--- config.mk ---
export PLATFORM = sky130hd
export DESIGN_NAME = drive_sequencer
export DESIGN_NICKNAME = d
export VERILOG_FILES = /design/src/rtl/drive_pkg.sv /design/src/rtl/period_timer.sv /design/src/rtl/drive_sequencer.sv
export SDC_FILE = /design/constraint.sdc
export NUM_CORES = 1
export LEC_CHECK = 0
export CORE_MARGIN = 2
export CORE_UTILIZATION = 30
export CTS_BUF_LIST = sky130_fd_sc_hd__clkbuf_4 sky130_fd_sc_hd__clkbuf_8
export DETAILED_ROUTE_END_ITERATION = 8
export SLEW_MARGIN = 5
export SYNTH_ARGS = -nofsm -noshare
export SYNTH_HDL_FRONTEND = slang
export SYNTH_SLANG_ARGS = --single-unit
--- constraint.sdc ---
create_clock -name CLK -period 1.6 [get_ports CLK]
set_input_delay 0.16 -clock CLK [delete_from_list [all_inputs] [get_ports CLK]]
set_output_delay 0.16 -clock CLK [all_outputs]
set_load 0.01 [all_outputs]
--- src/rtl/drive_pkg.sv ---
// drive_pkg: shared command/drive codes, FSM states and counter width for drive_sequencer
package drive_pkg;
  localparam int CNT_W = 8;
  localparam logic [2:0] CMD_STOP     = 3'd0;
  localparam logic [2:0] CMD_FWD_SLOW = 3'd1;
  localparam logic [2:0] CMD_FWD_FAST = 3'd2;
  localparam logic [2:0] CMD_REV      = 3'd3;
  localparam logic [2:0] CMD_PIVOT_L  = 3'd4;
  localparam logic [2:0] CMD_PIVOT_R  = 3'd5;
  localparam logic [1:0] DRV_OFF   = 2'd0;
  localparam logic [1:0] DRV_FWD50 = 2'd1;
  localparam logic [1:0] DRV_FWD75 = 2'd2;
  localparam logic [1:0] DRV_REV50 = 2'd3;
  typedef enum logic [1:0] {ST_STEADY, ST_DEAD, ST_RAMP, ST_FAULT} state_t;
  // Forward (either duty) to reverse or back needs a dead period first.
  function automatic logic is_rev(input logic [1:0] c, input logic [1:0] t);
    return ((c == DRV_FWD50 || c == DRV_FWD75) && t == DRV_REV50) ||
           (c == DRV_REV50 && (t == DRV_FWD50 || t == DRV_FWD75));
  endfunction
  // Code a motor takes on the accept edge: off if reversing, 50% if ramping to 75%.
  function automatic logic [1:0] accept_code(input logic [1:0] c, input logic [1:0] t);
    return is_rev(c, t) ? DRV_OFF : (t == DRV_FWD75 && c != DRV_FWD75) ? DRV_FWD50 : t;
  endfunction
endpackage

--- src/rtl/period_timer.sv ---
// period_timer: counts PWM period ticks and flags the tick that reaches the limit
//   i_clk, i_rst_n : clock, async active-low reset
//   i_clear        : held during a state's entry cycle; zeroes the count and ignores that cycle's tick
//   i_tick         : one-cycle PWM period pulse
//   i_limit        : number of ticks to count (1..255)
//   o_done         : high on the cycle carrying the i_limit-th tick
module period_timer
  import drive_pkg::*;
(
  input  logic             i_clk,
  input  logic             i_rst_n,
  input  logic             i_clear,
  input  logic             i_tick,
  input  logic [CNT_W-1:0] i_limit,
  output logic             o_done
);
  logic [CNT_W-1:0] r_cnt;
  always_ff @(posedge i_clk or negedge i_rst_n)
    if (!i_rst_n) r_cnt <= '0;
    else if (i_clear) r_cnt <= '0;
    else if (i_tick) r_cnt <= r_cnt + 1'b1;
  assign o_done = ~i_clear & i_tick & (r_cnt == i_limit - 1'b1);
endmodule

--- src/rtl/drive_sequencer.sv ---
// drive_sequencer: turns motion commands into DriveA/DriveB codes with soft-start ramp and reversal dead time
//   CLK, RSTn          : MCLK, async active-low reset
//   PeriodTick         : one pulse per PWM period
//   CmdValid/Cmd/CmdReady : command handshake, Cmd 0..5 legal, 6..7 act as STOP and pulse CmdErr
//   Stall              : forces both motors off and enters FAULT
//   DriveA, DriveB     : 0 off, 1 fwd 50%, 2 fwd 75%, 3 rev 50%
//   Busy               : complement of CmdReady
module drive_sequencer
  import drive_pkg::*;
#(
  parameter int DEAD_PERIODS = 4,
  parameter int RAMP_PERIODS = 8
) (
  input  logic       CLK,
  input  logic       RSTn,
  input  logic       PeriodTick,
  input  logic       CmdValid,
  input  logic [2:0] Cmd,
  output logic       CmdReady,
  input  logic       Stall,
  output logic [1:0] DriveA,
  output logic [1:0] DriveB,
  output logic       Busy,
  output logic       CmdErr
);
  state_t           r_state;
  logic [1:0]       r_drive_a, r_drive_b, r_ta, r_tb;
  logic             r_rev_a, r_rev_b, r_err, r_entry;
  logic [1:0]       w_ta, w_tb, w_dead_a, w_dead_b;
  logic             w_accept, w_rev_a, w_rev_b, w_ramp, w_dead_ramp, w_done;
  logic [CNT_W-1:0] w_limit;
  assign CmdReady = (r_state == ST_STEADY) & ~Stall;
  assign Busy     = ~CmdReady;
  assign CmdErr   = r_err;
  assign DriveA   = r_drive_a;
  assign DriveB   = r_drive_b;
  assign w_accept = CmdValid & CmdReady;
  assign w_ta = (Cmd == CMD_REV || Cmd == CMD_PIVOT_L) ? DRV_REV50 :
                (Cmd == CMD_FWD_SLOW || Cmd == CMD_PIVOT_R) ? DRV_FWD50 :
                (Cmd == CMD_FWD_FAST) ? DRV_FWD75 : DRV_OFF;
  assign w_tb = (Cmd == CMD_REV || Cmd == CMD_PIVOT_R) ? DRV_REV50 :
                (Cmd == CMD_FWD_SLOW || Cmd == CMD_PIVOT_L) ? DRV_FWD50 :
                (Cmd == CMD_FWD_FAST) ? DRV_FWD75 : DRV_OFF;
  assign w_rev_a = is_rev(r_drive_a, w_ta);
  assign w_rev_b = is_rev(r_drive_b, w_tb);
  assign w_ramp  = (w_ta == DRV_FWD75 && r_drive_a != DRV_FWD75) ||
                   (w_tb == DRV_FWD75 && r_drive_b != DRV_FWD75);
  // At dead-period expiry a reversing motor heading for 75% enters at 50% and ramps.
  assign w_dead_a = r_rev_a ? ((r_ta == DRV_FWD75) ? DRV_FWD50 : r_ta) : r_drive_a;
  assign w_dead_b = r_rev_b ? ((r_tb == DRV_FWD75) ? DRV_FWD50 : r_tb) : r_drive_b;
  assign w_dead_ramp = (r_ta == DRV_FWD75 && w_dead_a != DRV_FWD75) ||
                       (r_tb == DRV_FWD75 && w_dead_b != DRV_FWD75);
  assign w_limit = (r_state == ST_DEAD) ? CNT_W'(DEAD_PERIODS) : CNT_W'(RAMP_PERIODS);
  period_timer u_timer (
    .i_clk   (CLK),
    .i_rst_n (RSTn),
    .i_clear (r_entry),
    .i_tick  (PeriodTick),
    .i_limit (w_limit),
    .o_done  (w_done)
  );
  // r_entry marks the first cycle in a newly entered state so the timer restarts from zero.
  always_ff @(posedge CLK or negedge RSTn)
    if (!RSTn) begin
      r_state   <= ST_STEADY;
      r_drive_a <= DRV_OFF;
      r_drive_b <= DRV_OFF;
      r_ta      <= DRV_OFF;
      r_tb      <= DRV_OFF;
      r_rev_a   <= 1'b0;
      r_rev_b   <= 1'b0;
      r_err     <= 1'b0;
      r_entry   <= 1'b0;
    end else begin
      r_err   <= 1'b0;
      r_entry <= 1'b0;
      if (Stall) begin
        r_state   <= ST_FAULT;
        r_drive_a <= DRV_OFF;
        r_drive_b <= DRV_OFF;
        r_ta      <= DRV_OFF;
        r_tb      <= DRV_OFF;
        r_rev_a   <= 1'b0;
        r_rev_b   <= 1'b0;
        r_entry   <= r_state != ST_FAULT;
      end else begin
        unique case (r_state)
          ST_STEADY: if (w_accept) begin
            r_ta      <= w_ta;
            r_tb      <= w_tb;
            r_rev_a   <= w_rev_a;
            r_rev_b   <= w_rev_b;
            r_drive_a <= accept_code(r_drive_a, w_ta);
            r_drive_b <= accept_code(r_drive_b, w_tb);
            r_err     <= Cmd > CMD_PIVOT_R;
            r_state   <= (w_rev_a | w_rev_b) ? ST_DEAD : w_ramp ? ST_RAMP : ST_STEADY;
            r_entry   <= w_rev_a | w_rev_b | w_ramp;
          end
          ST_DEAD: if (w_done) begin
            r_drive_a <= w_dead_a;
            r_drive_b <= w_dead_b;
            r_state   <= w_dead_ramp ? ST_RAMP : ST_STEADY;
            r_entry   <= 1'b1;
          end
          ST_RAMP: if (w_done) begin
            r_drive_a <= r_ta;
            r_drive_b <= r_tb;
            r_state   <= ST_STEADY;
            r_entry   <= 1'b1;
          end
          ST_FAULT: begin
            r_state <= ST_DEAD;
            r_entry <= 1'b1;
          end
        endcase
      end
    end
endmodule

==> flow_summary_export.csv, run 1 <==
group,metric,value,unit
setup_path,worst-setup-path-type,"flop to flop",
setup_path,critical_path.slowest_cell,"dfrtp_2",
die,core,5010,sq um
setup_path,end_kind,"flop",
timing,whs,0.1506,ns
setup_path,path_buf_inv,1,
synth,synth-async-reset-ratio,1.000,
timing,report.final.slew_viol_count,0,
setup_path,timing.rr.start,"r_state[0]",
setup_path,endpoint,"DriveA[0]",
setup_path,cp-start-kind,"flop",
global_routing,overflow,0,
synth,syn_area,1533,sq um
synth,synthFlopType,"dfrtp_1",
global_routing,grt_max_degree,22,
cts,cts_tree,"yes",
cts,ctsHtreeMaxLevel,1,
setup_path,path_delay_family,"compound AO/OA/AOI/OAI gates",
die,io-pin-count,15,
drt,dr.pass1.iters,4,
cts,worst_skew_pair.late_latency,0.26,ns
final_layout,diodes,0,
die,start_util,0.3059,
timing,finClkSkew,0.001391,ns
drt,viasPerCell,5.137,
place,hpwlAfterDp,3.013,mm
global_routing,grt.total_usage,0.1598,
global_routing,antenna_found_initial,0,
timing,max_freq,610.3,MHz
flow_run,drv_cap,0,
setup_path,rr_endpoint,"DriveA[0]",
global_routing,met3_usage,0.03439,
final_layout,syn_to_final_growth,52.90,%
timing,worst_pin_slew,0.3201,ns
cts,cts.sink_count,21,
die,dieArea,5696,sq um
place,gp_routability_congestion,0.8876,
die,die_h,75.48,um
timing,rsz0062_at_grt,"true",
die,num_rows,26,
setup_path,worstSetupPathDepth,6,
drt,drc_errors,0,
pwr,p_leak,1.000,nW
setup_path,critPathLaunch,"r_state[0]",
timing,setup_viol,2,
final_layout,nets,251,
setup_path,worstPathRequired,1.74,ns
cts,cts_made_buffers,3,
timing,final-hold-violation-count,0,
timing,tns,-0.07673,ns
global_routing,grt_pass1_vias,1455,
cts,clkTransAtPathRegs,0.08,ns
drt,ant_nets,0,
drt,drt_iter0_drc,105,
drt,post_drt_wl_per_cell,14.64,um
drt,vias,1536,
synth,synthDistinctLibCells,46,
worst_hold_path,min_from,"Cmd[1]",
setup_path,reg2reg_slack,-0.04,ns
pwr,power_density,1502,nW/um^2
cts,clk_path_buf_depth,2,
pwr,ir_drop,0.8825,mV
synth,yosysSeqAreaShare,0.3429,
global_routing,grtUsageMet1,0.2041,
synth,ys_ff_latch,21,
status,violations,"negative setup slack",
final_layout,layout-drive-gt1-share,0.4279,
drt,drt_wl_total,4.376,mm
place,pre_cts_ws,-0.6247,ns
die,die_w,75.48,um
setup_path,crit_chain,"inv_4 -> ha_4 -> mux2i_4 -> a211o_1 -> o211ai_1 -> o31ai_2",
final_layout,post-route-util,0.4678,
synth,mappedNetlistNets,194,
synth,ys_warn_count,0,
setup_path,worst-r2r-cell-count,6,
timing,final.setup.worst_slack,-0.03866,ns
worst_hold_path,hold_path.class,"input port to flop",
setup_path,worstPathMaxFanout,3,
global_routing,grt_use_met2,0.2773,
timing,slew_headroom,0.7863,
final_layout,final_cells,299,
synth,synthesis.instances,173,
setup_path,cp.arrival,1.78,ns
timing,fin_crit_sh,1.024,
cts,cts.root.buffer_cell,"clkbuf_8",
place,dp.cells,291,
place,port_buffers,14,
status,status,"finished, violations left",
timing,finalCriticalPeriod,1.639,ns
global_routing,grt.busiest_layer,"met2",
synth,synth_edf_count,0,
synth,avgSynthCellArea,8.860,sq um
setup_path,crit_path_max_incr_delay,0.43,ns
global_routing,grt_pass1_wl,6.893,mm
-- per-stage QoR --
step           total power [mW]  cell area [sq um]
4_1_cts                   3.223               2231
3_3_place_gp              2.481               2034
3_5_place_dp              2.493               2034
5_1_grt                   3.778               2344
2_1_floorplan             1.726               1533
6_report                  3.521               2344
-- metal layers --
| layer | vias up | wire [um] |
|---|---|---|
| met5 | - | 0 |
| met4 | 0 | 55 |
| met2 | 33 | 2191 |
| met3 | 8 | 163 |
| met1 | 757 | 1966 |
| li1 | 738 | - |
-- cells by family (layout without fill, tap and decap cells) --
group | count (synthesis) | in the layout | share of synthesized area
compound gates | 52 | 52 | 0.2351
xor+xnor | 6 | 6 | 0.03429
fa+ha+maj | 13 | 13 | 0.1061
buf+inv | 22 | 78 | 0.05877
flops | 21 | 21 | 0.3429
mux | 2 | 2 | 0.01306
simple gates | 57 | 57 | 0.2098
-- report_power, final --
group | switching, mW | internal, mW | total [mW] | leakage, nW
sequential | 0.153 | 0.648 | 0.801 | 0.275
clock | 0.181 | 0.194 | 0.375 | 0.0262
combinational | 1.14 | 1.21 | 2.35 | 0.699
total | 1.47 | 2.05 | 3.52 | 1.00
-- timing repair --
item	4_1_cts	5_1_grt
pin swaps	11	15
hold endpoints to repair	0	0
hold buffers	0	0
buffers inserted	1	5
resized for setup	38	30
endpoints found under the setup margin	10	13
-- state kept, by name, summed over array words and instances (netlist names) --
name and count:
r_tb 1, DriveA 2, CmdErr 1, r_ta 2
r_state 2, DriveB 2, u_timer.r_cnt 8, r_rev_a 1
r_entry 1, r_rev_b 1
-- worst register-to-register path, stage by stage (launching register included) --
cell,delay (ns)
dfrtp_2,0.43
inv_4,0.06
ha_4,0.18
mux2i_4,0.19
a211o_1,0.33
o211ai_1,0.23
o31ai_2,0.10
-- cell usage after synthesis (all sizes together), types with 2 or more instances --
cell type  count  area share
buf            6       0.020
o21bai         2      0.0098
mux2i          2       0.013
or3            3       0.012
inv           15       0.037
a31oi          4       0.016
ha            13        0.11
nor2          12       0.029
o31ai          2      0.0098
a211oi         5       0.028
nand3          7       0.023
a41oi          2       0.011
and2           2      0.0082
xnor2          3       0.017
nand3b         2      0.0098
o211ai         3       0.015
nand2         14       0.036
o21ai         13       0.042
a32oi          2       0.011
a21oi          7       0.023
xor2           3       0.017
or3b           2       0.011
dfrtp         21        0.34
nand2b         2      0.0082
nor3b          3       0.018
nand4          3       0.012
nor2b          4       0.016
-- worst min-delay path by stage --
stage / to / slack, ns / cells past startpoint
after floorplan: CmdErr / -0.14 / 0
after global placement: u_timer.r_cnt[7] / 0.52 / 2
after detailed placement: u_timer.r_cnt[7] / 0.53 / 2
after CTS: r_ta[0] / 0.26 / 2
after global routing: CmdErr / 0.16 / 3
final: CmdErr / 0.15 / 3
-- area by class of cell --
type | count | area (sq um)
flip-flops and latches | 21 | 530.5
inverters | 15 | 58.81
clock buffers | 4 | 48.80
well taps | 70 | 87.58
repair buffers | 59 | 464.2
multi-input cells | 130 | 1154
fillers | 486 | 2666
-- layout by cell type, fill, tap and decap left out, drive strengths merged, types with 4 or more instances in the layout --
cell and n:
buf 45, dfrtp 21, inv 15, nand2 14
o21ai 13, ha 13, nor2 12, clkdlybuf4s50 9
clkbuf 8, nand3 7, a21oi 7, a211oi 5
a31oi 4, nor2b 4
Note: power is estimated with default switching activity, not from simulation.
==> run 2, diff against run 1 <==
--- a/config.mk
+++ b/config.mk
@@ -8,6 +8,7 @@
 export CORE_MARGIN = 2
 export CORE_UTILIZATION = 30
 export CTS_BUF_LIST = sky130_fd_sc_hd__clkbuf_4 sky130_fd_sc_hd__clkbuf_8
+export CTS_CLUSTER_DIAMETER = 80
 export DETAILED_ROUTE_END_ITERATION = 8
 export SLEW_MARGIN = 5
 export SYNTH_ARGS = -nofsm -noshare
==> results of run 2 <==
Same layout as run 1: the final DEF is identical, and so are final timing and power.
==> run 3, diff against run 2 <==
--- a/config.mk
+++ b/config.mk
@@ -10,6 +10,7 @@
 export CTS_BUF_LIST = sky130_fd_sc_hd__clkbuf_4 sky130_fd_sc_hd__clkbuf_8
 export CTS_CLUSTER_DIAMETER = 80
 export DETAILED_ROUTE_END_ITERATION = 8
+export PLACE_DENSITY = 0.54
 export SLEW_MARGIN = 5
 export SYNTH_ARGS = -nofsm -noshare
 export SYNTH_HDL_FRONTEND = slang
==> flow_summary_export.csv, run 3 (synthesis gave the netlist of run 1 again) <==
group,metric,value,unit
drt,drt_iter0_drc,43,
cts,ctsHtreeMaxLevel,1,
setup_path,crit_path_max_incr_delay,0.41,ns
final_layout,diodes,0,
drt,viasPerCell,4.880,
setup_path,worstPathRequired,1.75,ns
setup_path,timing.rr.start,"r_state[1]",
global_routing,antenna_found_initial,0,
timing,fin_crit_sh,0.9955,
final_layout,largest_reg_flops,8,
final_layout,final_cells,301,
final_layout,syn_to_final_growth,48.98,%
setup_path,critPathLaunch,"r_state[1]",
worst_hold_path,hold_path.class,"input port to flop",
place,hpwlAfterDp,3.116,mm
final_layout,final_cell_mix,"buf_4 (44), dfrtp_1 (18), inv_1 (13)",
die,core,5010,sq um
cts,clkTransAtPathRegs,0.09,ns
setup_path,cp.arrival,1.75,ns
timing,finalCriticalPeriod,1.593,ns
place,pre_cts_ws,-0.5735,ns
timing,final.setup.worst_slack,0.007187,ns
global_routing,grt_pass1_vias,1462,
place,gp_routability_congestion,0.7963,
timing,rsz0062_at_grt,"true",
cts,cts_made_buffers,3,
drt,ant_nets,0,
die,dieArea,5696,sq um
setup_path,critical_path.slowest_cell,"dfrtp_1",
pwr,p_leak,1.006,nW
pwr,ir_drop,0.6324,mV
drt,vias,1469,
final_layout,final_common_cell,"buf_4",
cts,cts.sink_count,21,
timing,max_freq,627.8,MHz
timing,report.final.slew_viol_count,0,
cts,clk_path_buf_depth,2,
die,num_rows,26,
final_layout,post-route-util,0.4558,
setup_path,endpoint,"DriveB[0]",
setup_path,crit_chain,"inv_2 -> ha_4 -> mux2i_2 -> a211o_1 -> o211ai_1 -> o31ai_2",
die,die_w,75.48,um
cts,cts.root.buffer_cell,"clkbuf_8",
global_routing,overflow,0,
timing,worst_pin_slew,0.3411,ns
place,port_buffers,14,
final_layout,top_register,"u_timer.r_cnt",
timing,finClkSkew,0.003780,ns
cts,worst_skew_pair.late_latency,0.27,ns
setup_path,end_kind,"flop",
pwr,power_density,1473,nW/um^2
setup_path,worst-r2r-cell-count,6,
final_layout,n_fill_cell,520,
setup_path,worstPathMaxFanout,3,
drt,drc_errors,0,
flow_run,drv_cap,0,
die,start_util,0.3059,
drt,dr.pass1.iters,4,
global_routing,grt_max_degree,22,
setup_path,rr_endpoint,"DriveB[0]",
die,die_h,75.48,um
global_routing,grt.total_usage,0.1563,
setup_path,cp-start-kind,"flop",
timing,final-hold-violation-count,0,
timing,setup_viol,0,
die,io-pin-count,15,
status,status,"completed",
timing,slew_headroom,0.7726,
place,dp.cells,292,
cts,cts_tree,"yes",
setup_path,reg2reg_slack,0.007,ns
final_layout,layout-drive-gt1-share,0.3939,
setup_path,worst-setup-path-type,"flop to flop",
drt,post_drt_wl_per_cell,14.04,um
global_routing,grt_pass1_wl,6.713,mm
drt,drt_wl_total,4.226,mm
final_layout,nets,253,
run 3: cell count changes in the layout (fill, tap and decap cells not counted), sizes merged:
cell	previous run	this run
buf	45	47
clkbuf	8	5
clkinvlp	0	1
dlygate4sd2	1	3
run 3: final cells by class:
type                    instances  area, sq um  area share
multi-input cells             130         1071      0.4690
flip-flops and latches         21        529.3      0.2318
repair buffers                 61        490.5      0.2148
well taps                      70        87.58     0.03836
inverters                      15        56.30     0.02466
clock buffers                   3        41.29     0.01808
clock inverters                 1        7.507    0.003288
run 3: where the power goes:
| group | switching (mW) | leakage, nW | internal (mW) |
|---|---|---|---|
| Combinational | 1.08 | 0.708 | 1.12 |
| Sequential | 0.136 | 0.277 | 0.646 |
| Clock | 0.201 | 0.0217 | 0.177 |
run 3: how the worst min path moves through the flow:
stage	slack (ns)	start	to	cells past startpoint
finish	0.15	Cmd[2]	CmdErr	3
global route	0.17	Cmd[2]	CmdErr	3
CTS	0.24	RSTn	u_timer.r_cnt[5]	2
detailed placement	0.53	RSTn	u_timer.r_cnt[5]	2
global placement	0.53	u_timer.r_cnt[7]	u_timer.r_cnt[7]	2
floorplan	-0.14	RSTn	CmdErr	0
run 3: repair_timing:
action,CTS,global route
resized for setup,24,32
hold buffers,0,0
pin swaps,6,11
setup buffers,3,3
setup endpoints to repair,11,14
run 3: metal layers:
layer / up-vias / share of wire / global-route usage / wire length (um)
met5: - / 0 / 0 / 0
met2: 15 / 0.50 / 0.2773 / 2127
met3: 5 / 0.021 / 0.01587 / 87
met1: 711 / 0.46 / 0.1945 / 1954
met4: 0 / 0.013 / 0.06043 / 57
li1: 738 / - / - / -
run 3: through the flow:
stage               hold WS [ns]  setup TNS (ns)  area (sq um)  power [mW]
finish                    0.1524               0          2283       3.364
global route              0.1693         -0.4160          2283       3.588
CTS                       0.2379        -0.02532          2156       3.050
detailed placement        0.5291          -4.338          2042       2.501
global placement          0.5257          -4.013          2042       2.503
floorplan                -0.1356               0          1533       1.726
run 3: critical path, delay by kind of cell, from the launching register on:
family | cells | cell delay (ns)
adders and majority gates | 1 | 0.27
muxes | 1 | 0.08
buffers and inverters | 1 | 0.09
DFF | 1 | 0.41
AOI/OAI and AO/OA | 3 | 0.63
